--- config.mk ---
export PLATFORM = sky130hd
export DESIGN_NAME = axi_test_m_s
export DESIGN_NICKNAME = d
export VERILOG_FILES = /design/src/rtl/axi_test_pkg.sv /design/src/rtl/axi_lite_slave_regs.sv /design/src/rtl/axi_test_m_s.sv
export SDC_FILE = /design/constraint.sdc
export NUM_CORES = 1
export LEC_CHECK = 0
export CORE_ASPECT_RATIO = 1.4
export CORE_MARGIN = 2
export CORE_UTILIZATION = 62
export CTS_CLUSTER_SIZE = 25
export DETAILED_ROUTE_END_ITERATION = 10
export GPL_TIMING_DRIVEN = 0
export PLACE_DENSITY = 0.91
export SYNTH_ARGS = -nofsm -noshare
export SYNTH_HDL_FRONTEND = slang
export SYNTH_SLANG_ARGS = --single-unit
--- constraint.sdc ---
create_clock -name axi_aclk -period 3.85 [get_ports axi_aclk]
set_input_delay 0.77 -clock axi_aclk [delete_from_list [all_inputs] [get_ports axi_aclk]]
set_output_delay 0.77 -clock axi_aclk [all_outputs]
set_load 0.005 [all_outputs]
--- src/rtl/axi_test_pkg.sv ---
// Shared types and constants for the AXI4-Lite loopback self-test block.
package axi_test_pkg;

    typedef enum logic [1:0] {
        ST_IDLE,
        ST_WRITE,
        ST_READ,
        ST_COMPARE
    } state_t;

    localparam logic [1:0]  RESP_OKAY          = 2'b00;
    localparam logic [1:0]  RESP_SLVERR        = 2'b10;
    localparam logic [31:0] DEFAULT_START_DATA = 32'hAA00_0000;

endpackage

--- src/rtl/axi_lite_slave_regs.sv ---
// AXI4-Lite slave register file with single-outstanding handshakes per channel.
module axi_lite_slave_regs
    import axi_test_pkg::*;
#(
    parameter int C_NUM_WORDS  = 4,
    parameter int C_DATA_WIDTH = 32,
    parameter int C_ADDR_WIDTH = 6
) (
    input  logic                      axi_aclk,
    input  logic                      axi_areset,
    input  logic [C_ADDR_WIDTH-1:0]   awaddr,
    input  logic [2:0]                awprot,
    input  logic                      awvalid,
    output logic                      awready,
    input  logic [C_DATA_WIDTH-1:0]   wdata,
    input  logic [C_DATA_WIDTH/8-1:0] wstrb,
    input  logic                      wvalid,
    output logic                      wready,
    output logic [1:0]                bresp,
    output logic                      bvalid,
    input  logic                      bready,
    input  logic [C_ADDR_WIDTH-1:0]   araddr,
    input  logic [2:0]                arprot,
    input  logic                      arvalid,
    output logic                      arready,
    output logic [C_DATA_WIDTH-1:0]   rdata,
    output logic [1:0]                rresp,
    output logic                      rvalid,
    input  logic                      rready
);

    localparam int XW = C_ADDR_WIDTH - 2;

    logic                                   wr_accept;
    logic                                   wr_hs;
    logic [XW-1:0]                          wr_index;
    logic [XW-1:0]                          rd_index;
    logic [C_DATA_WIDTH-1:0]                wmask;
    logic [C_NUM_WORDS:0][C_DATA_WIDTH-1:0] rd_chain;
    logic                                   unused_ok;

    assign wr_index    = awaddr[C_ADDR_WIDTH-1:2];
    assign rd_index    = araddr[C_ADDR_WIDTH-1:2];
    assign awready     = wr_accept;
    assign wready      = wr_accept;
    assign wr_hs       = awvalid & awready & wvalid & wready;
    assign bresp       = RESP_OKAY;
    assign rresp       = RESP_OKAY;
    assign unused_ok   = ^{awprot, arprot, awaddr[1:0], araddr[1:0]};
    assign rd_chain[0] = '0;

    for (genvar b = 0; b < C_DATA_WIDTH / 8; b++) begin : g_strb
        assign wmask[8*b +: 8] = {8{wstrb[b]}};
    end

    // Unmatched indices contribute zero, so out-of-range reads return 0 and writes are dropped.
    for (genvar g = 0; g < C_NUM_WORDS; g++) begin : g_word
        logic [C_DATA_WIDTH-1:0] word;

        always_ff @(posedge axi_aclk) begin
            if (axi_areset) begin
                word <= '0;
            end else if (wr_hs && wr_index == XW'(g)) begin
                word <= (word & ~wmask) | (wdata & wmask);
            end
        end

        assign rd_chain[g+1] = rd_chain[g] | ((rd_index == XW'(g)) ? word : '0);
    end

    always_ff @(posedge axi_aclk) begin
        if (axi_areset) begin
            wr_accept <= 1'b0;
            bvalid    <= 1'b0;
            arready   <= 1'b0;
            rvalid    <= 1'b0;
            rdata     <= '0;
        end else begin
            wr_accept <= ~wr_accept & awvalid & wvalid & ~bvalid;
            if (wr_hs) begin
                bvalid <= 1'b1;
            end else if (bvalid && bready) begin
                bvalid <= 1'b0;
            end
            arready <= ~arready & arvalid & ~rvalid;
            if (arvalid && arready) begin
                rvalid <= 1'b1;
                rdata  <= rd_chain[C_NUM_WORDS];
            end else if (rvalid && rready) begin
                rvalid <= 1'b0;
            end
        end
    end

endmodule

--- src/rtl/axi_test_m_s.sv ---
// AXI4-Lite loopback self-test: internal master writes a pattern to the slave,
// reads it back and flags any data or response mismatch.
module axi_test_m_s
    import axi_test_pkg::*;
#(
    parameter int                      C_NUM_TRANSACTIONS = 4,
    parameter int                      C_DATA_WIDTH       = 32,
    parameter int                      C_ADDR_WIDTH       = 6,
    parameter logic [C_DATA_WIDTH-1:0] C_START_DATA       = C_DATA_WIDTH'(DEFAULT_START_DATA)
) (
    input  logic axi_aclk,
    input  logic axi_areset,
    input  logic axi_init_axi_txn,
    output logic axi_txn_done,
    output logic axi_error
);

    localparam int            IW       = $clog2(C_NUM_TRANSACTIONS) + 1;
    localparam logic [IW-1:0] LAST_IDX = IW'(C_NUM_TRANSACTIONS - 1);

    state_t                    state;
    state_t                    state_next;
    logic                      init_q;
    logic                      init_q2;
    logic                      start;
    logic [IW-1:0]             wr_idx;
    logic [IW-1:0]             rd_idx;
    logic                      wr_busy;
    logic                      rd_busy;
    logic                      done_q;
    logic                      error_q;
    logic                      b_hs;
    logic                      r_hs;

    logic [C_ADDR_WIDTH-1:0]   awaddr;
    logic [C_ADDR_WIDTH-1:0]   araddr;
    logic [2:0]                awprot;
    logic [2:0]                arprot;
    logic [C_DATA_WIDTH-1:0]   wdata;
    logic [C_DATA_WIDTH-1:0]   rdata;
    logic [C_DATA_WIDTH/8-1:0] wstrb;
    logic [1:0]                bresp;
    logic [1:0]                rresp;
    logic                      awvalid, awready, wvalid, wready, bvalid, bready;
    logic                      arvalid, arready, rvalid, rready;

    assign start        = init_q & ~init_q2;
    assign b_hs         = bvalid & bready;
    assign r_hs         = rvalid & rready;
    assign awaddr       = C_ADDR_WIDTH'({wr_idx, 2'b00});
    assign araddr       = C_ADDR_WIDTH'({rd_idx, 2'b00});
    assign wdata        = C_START_DATA + C_DATA_WIDTH'(wr_idx);
    assign wstrb        = '1;
    assign awprot       = '0;
    assign arprot       = '0;
    assign bready       = (state == ST_WRITE);
    assign rready       = (state == ST_READ);
    assign axi_txn_done = done_q;
    assign axi_error    = error_q;

    always_ff @(posedge axi_aclk) begin
        if (axi_areset) begin
            state <= ST_IDLE;
        end else begin
            state <= state_next;
        end
    end

    // Start edges outside IDLE are ignored, so a run is never restarted mid-flight.
    always_comb begin
        state_next = state;
        case (state)
            ST_IDLE:    if (start) state_next = ST_WRITE;
            ST_WRITE:   if (b_hs && wr_idx == LAST_IDX) state_next = ST_READ;
            ST_READ:    if (r_hs && rd_idx == LAST_IDX) state_next = ST_COMPARE;
            ST_COMPARE: state_next = ST_IDLE;
            default:    state_next = ST_IDLE;
        endcase
    end

    always_ff @(posedge axi_aclk) begin
        if (axi_areset) begin
            init_q  <= 1'b0;
            init_q2 <= 1'b0;
            wr_idx  <= '0;
            rd_idx  <= '0;
            wr_busy <= 1'b0;
            rd_busy <= 1'b0;
            awvalid <= 1'b0;
            wvalid  <= 1'b0;
            arvalid <= 1'b0;
            done_q  <= 1'b0;
            error_q <= 1'b0;
        end else begin
            init_q  <= axi_init_axi_txn;
            init_q2 <= init_q;
            case (state)
                ST_IDLE: begin
                    if (start) begin
                        done_q  <= 1'b0;
                        error_q <= 1'b0;
                        wr_idx  <= '0;
                        rd_idx  <= '0;
                    end
                end
                ST_WRITE: begin
                    if (!wr_busy) begin
                        awvalid <= 1'b1;
                        wvalid  <= 1'b1;
                        wr_busy <= 1'b1;
                    end else begin
                        if (awvalid && awready) awvalid <= 1'b0;
                        if (wvalid && wready) wvalid <= 1'b0;
                        if (b_hs) begin
                            wr_busy <= 1'b0;
                            wr_idx  <= wr_idx + 1'b1;
                            if (bresp != RESP_OKAY) error_q <= 1'b1;
                        end
                    end
                end
                ST_READ: begin
                    if (!rd_busy) begin
                        arvalid <= 1'b1;
                        rd_busy <= 1'b1;
                    end else begin
                        if (arvalid && arready) arvalid <= 1'b0;
                        if (r_hs) begin
                            rd_busy <= 1'b0;
                            rd_idx  <= rd_idx + 1'b1;
                            if (rresp != RESP_OKAY ||
                                rdata != C_START_DATA + C_DATA_WIDTH'(rd_idx)) begin
                                error_q <= 1'b1;
                            end
                        end
                    end
                end
                ST_COMPARE: done_q <= 1'b1;
                default: ;
            endcase
        end
    end

    axi_lite_slave_regs #(
        .C_NUM_WORDS  (C_NUM_TRANSACTIONS),
        .C_DATA_WIDTH (C_DATA_WIDTH),
        .C_ADDR_WIDTH (C_ADDR_WIDTH)
    ) u_slave (
        .axi_aclk   (axi_aclk),
        .axi_areset (axi_areset),
        .awaddr     (awaddr),
        .awprot     (awprot),
        .awvalid    (awvalid),
        .awready    (awready),
        .wdata      (wdata),
        .wstrb      (wstrb),
        .wvalid     (wvalid),
        .wready     (wready),
        .bresp      (bresp),
        .bvalid     (bvalid),
        .bready     (bready),
        .araddr     (araddr),
        .arprot     (arprot),
        .arvalid    (arvalid),
        .arready    (arready),
        .rdata      (rdata),
        .rresp      (rresp),
        .rvalid     (rvalid),
        .rready     (rready)
    );

endmodule

# After elaboration in Yosys (flattened, before gate mapping)
# Cells that the tools add are included.
# W data, S select, Z words.
[op_classes]
add_sub_neg = 4
n_eq_ne = 21
reduce_logical = 27
n_mux = 35
bitwise = 19
[ops]
columns = ["op", "count"]
rows = [
  ["$mux W32", 4],
  ["$or A32 B32 Y32", 3],
  ["$add A32 B3 Y32 const A", 2],
  ["$ne A32 B32 Y1", 1],
  ["$mux W1", 18],
  ["$mux W3", 5],
  ["$eq A3 B2 Y1 const B", 4],
  ["$ne A2 B1 Y1 const B", 6],
  ["$pmux W3 S2", 2],
  ["$and A1 B1 Y1", 11],
  ["$logic_and A1 B1 Y1", 11],
  ["$ne A2 B2 Y1 const B", 5],
  ["$reduce_bool A2 Y1", 5],
  ["$logic_not A4 Y1", 2],
  ["$pmux W2 S4", 1],
  ["$reduce_and A2 Y1", 4],
  ["$reduce_and A4 Y1", 2],
  ["$add A3 B1 Y3 const B", 2],
  ["$eq A3 B1 Y1 const B", 2],
  ["$mux W2", 3],
  ["$not A1 Y1", 5],
  ["$reduce_and A5 Y1", 1],
  ["$eq A2 B2 Y1 const B", 2],
  ["$pmux W1 S2", 2],
  ["other kinds (3)", 3],
]
[totals]
out_inout_bits = 2
in_bits = 3
wordCells = 127
ff_bits = 181

# Depth between registers and ports, before layout
[depth]
depth_word = 6
mapped_depth = 6
ltp_nobuf = 5

# By module
# A second synthesis with hierarchy kept.
[hier_totals]
cells_unflattened = 829
area_unflattened_um2 = 8460.6
[modules_own_cells]
columns = ["module", "seq_area_each_um2", "cells_each", "area_per_inst_um2", "instances"]
rows = [
  ["axi_lite_slave_regs", 3283.1, 718, 7519.7, 1],
  ["axi_test_m_s", 340.3, 111, 940.9, 1],
]

# Least setup slack after synthesis
# Ideal clock, no wire load.
[synth_timing]
path_type = "register -> register"
start = "register state[0]"
end = "register rd_idx[0]"
setup_slack_ns = 2.335
period_less_slack_ns = 1.515
required_time_ns = 3.778
n_path_buf = 1
stages_incl_launch_ff = 7
setup_ns = 0.072
arrival_time_ns = 1.443
cell_sequence = "dfxtp_1 > inv_1 > ha_1 > buf_2 > nand2b_1 > a22oi_1 > mux2i_1"
[synth_between]
elab_chain_cells = 4
elab_cells_between_ends = 9
classes_between = "eq/ne: 4; mux: 1; bitwise: 1; reduce/logical: 3"
[synth_lines]
columns = ["item", "line_no", "rtl"]
rows = [
  ["start, declared", "axi_test_m_s.sv:21", "state_t state;"],
  ["start signal, assigned", "axi_test_m_s.sv:65", "state <= state_next;"],
  ["$eq A2 B2 Y1 (*)", "axi_test_m_s.sv:57", "assign rready = (state == ST_READ);"],
  ["net rready", "axi_test_m_s.sv:45", "logic arvalid, arready, rvalid, rready;"],
  ["$and A1 B1 Y1", "axi_test_m_s.sv:49", "assign r_hs = rvalid & rready;"],
  ["$ne A2 B2 Y1 (no source line)", "--", ""],
  ["$reduce_and A4 Y1 (no source line)", "--", ""],
  ["end signal, assigned", "axi_test_m_s.sv:129", "rd_idx <= rd_idx + 1'b1;"],
  ["end, declared", "axi_test_m_s.sv:27", "logic [IW-1:0] rd_idx;"],
]
# The timed path passes the listed nets; every way through them passes the cells marked *.
# A chain may end at the register's enable or synchronous reset.

# Worst setup path after layout
[layout_timing]
start = "input axi_areset"
end = "register u_slave.g_word[3].word[1]"
[layout_rtl]
columns = ["item", "line_no", "rtl"]
rows = [
  ["start, declared", "axi_test_m_s.sv:12", "input logic axi_areset,"],
  ["end signal, assigned", "axi_lite_slave_regs.sv:64", "word <= (word & ~wmask) | (wdata & wmask);"],
  ["end, declared", "axi_lite_slave_regs.sv:58", "logic [C_DATA_WIDTH-1:0] word;"],
]
# No word-level cell between the ends.

==> impl_metrics.toml <==
[outcome]
status = "complete, no violations"

[route]
drc = 0
dr.first_iter.drc_count = 54
drtAntennaViolNets = 0
avgRoutedWirePerCell_um = 15.6
viasPerCell = 6.01
firstDrtPassIters = 4
num_vias = 1508
wirelength_mm = 3.91

[setup_path]
worst_setup_path_start_kind = "primary input"
cp.arrival_ps = 2210
end_kind = "flop"
critical_path_class = "in2reg"
crit_required_ps = 4010
path_max_fanout = 10
regToRegSetupSlack_ps = 2070

[clock_network]
htree_levels = 2
numCtsBuffers = 5
hold_buffers = 0
clock-sinks = 41
clk_latency_ps = 290
cts_tree = "built"
path_clk_slew_ps = 70
postCtsSetupBuffers = 0
cts_buffer_depth = 2
cts-root-buf = "clkbuf_8"
cts_resized = 0

[floorplanning]
ios = 5
std_cell_rows = 23
dieArea_sq_um = 3520
start_util_pct = 65.8
die_w_um = 50.7
die_h_um = 69.4
coreArea_sq_um = 2880

[logic_synthesis]
ys_seq_elements = 41
mappedNetlistNets = 220
netlist_instances = 202
synth-edff-count = 0
yosysWarnings = 0
netlist_area_sq_um = 1890
yosysSeqAreaShare_pct = 43.3
syn_avg_cell_area_sq_um = 9.38
synthArstFlopShare_pct = 0
ys.flop_type = "dfxtp_1"
synth.distinct_cells = 39

[place]
globalplace.congestion = 0.826
place_ws_ps = 1550
place_area_sq_um = 1980
io_buffers = 4
hpwl_mm = 2.75

[timing]
layout_min_cycle_time_ps = 2040
rsz0062_at_grt = "false"
relSlewSlack_pct = 65.9
setup_viol = 0
tightest_slew_ps = 512
skew_ps = 5.02
setup_slack_ps = 1810
fmax_mhz = 489
drv_slew = 0
fin_crit_sh_pct = 53.1
final-hold-violation-count = 0
hold_ws_ps = 448
tns_ps = 0

[layout]
n_antenna_cell = 0
syn_to_final_growth_pct = 8.92
final_util_pct = 71.7
n_fill_cell = 209
final_nets = 231
drive_above_1_share_pct = 6.54
finish.instance_area_sq_um = 2060

[global_route]
overflow = 0
grt_pass1_vias = 1412
track_usage_pct = 24.3
grt_max_degree = 13
grt_first_pass_wirelength_mm = 6.43
antenna_found_initial = 0

[power]
irDropWorstVdd_v = 0.000419
p_per_area_nw_per_um2 = 496
leakagePower_nw = 0.816

[run]
drv_cap = 0

[hold_path]
min_path_type = "reg2reg"
[cells in the mapped netlist (2+ instances only)]
master	count	area, sq um
buf_1	2	7.51
ha_1	15	188
o21ai_0	8	40.0
xnor2_1	3	26.3
o211a_1	4	40.0
a21oi_1	15	75.1
a222oi_1	4	40.0
nand3_1	13	65.1
nand2b_1	4	25.0
clkbuf_1	4	15.0
a22oi_1	2	15.0
nor2_1	14	52.6
mux2i_1	10	100
dfxtp_1	41	821
nand2_1	13	48.8
nor2b_1	3	18.8
a2bb2oi_1	5	43.8
buf_2	4	20.0
a21boi_0	2	15.0
a211oi_1	4	30.0
inv_1	14	52.6
[worst paths after layout]
path,from,to,cells past startpoint
worst max-delay path,axi_areset,u_slave.g_word[3].word[1],4
worst min-delay path,u_slave.g_word[2].word[2],u_slave.g_word[2].word[2],1
worst max register to register,state[0],rd_idx[1],6
worst min register to register,u_slave.g_word[2].word[2],u_slave.g_word[2].word[2],1
[routing by layer]
layer / track usage, % / vias up / part of all wire [%]
li1: - / 736 / -
met1: 25.8 / 723 / 41
met2: 42.1 / 33 / 52
met3: 6.03 / 16 / 3.7
met4: 14.1 / 0 / 3.5
met5: 0 / - / 0
[cell usage in the layout (no fill, tap or decap), types with 3 or more instances in the layout]
cell	Yosys	layout
clkbuf_1	4	5
a21oi_1	15	15
o21ai_0	8	8
nand3_1	13	13
dfxtp_1	41	41
mux2i_1	10	10
ha_1	15	15
clkbuf_8	0	5
inv_1	14	14
clkdlybuf4s50_1	0	4
xnor2_1	3	3
o211a_1	4	4
a222oi_1	4	4
nor2b_1	3	3
nand2b_1	4	4
nand2_1	13	13
a211oi_1	4	4
a2bb2oi_1	5	5
buf_2	4	4
nor2_1	14	14
[critical path, cell delays in order]
cell and delay [ps]:
clkdlybuf4s50_1 480, clkbuf_1 390, buf_1 440, nor2_1 130
[kinds of logic (layout without fill, tap and decap cells)]
logic type      after synthesis  in the layout  share of synthesized area [%]
simple gates                 57             57                           15.5
compound gates               51             51                           19.0
flops                        41             41                           43.3
buf+inv                      25             37                           5.61
fa+ha+maj                    15             15                           9.91
mux                          10             10                           5.28
xor+xnor                      3              3                           1.39
[sequential cells by signal, summed over array words and instances (netlist names), 2 cells and up]
register	cells
u_slave.g_word.word	16
u_slave.rdata	4
rd_idx	3
wr_idx	3
state	2
[stage by stage]
step / total power (W) / cells
floorplan: 0.000701 / 202
global placement: 0.000749 / 243
detailed placement: 0.000761 / 243
CTS: 0.00103 / 251
global route: 0.00109 / 251
finish: 0.00102 / 251
[where the power goes]
group	internal, W	total, W	switching [W]
Clock	0.000126	0.000268	0.000143
Combinational	0.000109	0.000259	0.000151
Sequential	0.000458	0.000495	0.0000373
Total	0.000692	0.00102	0.000331
[cell type report]
class                   count  area (sq um)  share of cell area, %
clock inverters             2          10.0                  0.485
clock buffers               6          72.6                   3.52
flip-flops and latches     41           821                   39.8
plain buffers              11          53.8                   2.61
multi-input cells         136           967                   46.9
repair buffers              4          40.0                   1.94
well taps                  37          46.3                   2.24
inverters                  14          52.6                   2.55
Note: power is estimated with default switching activity, not from simulation.
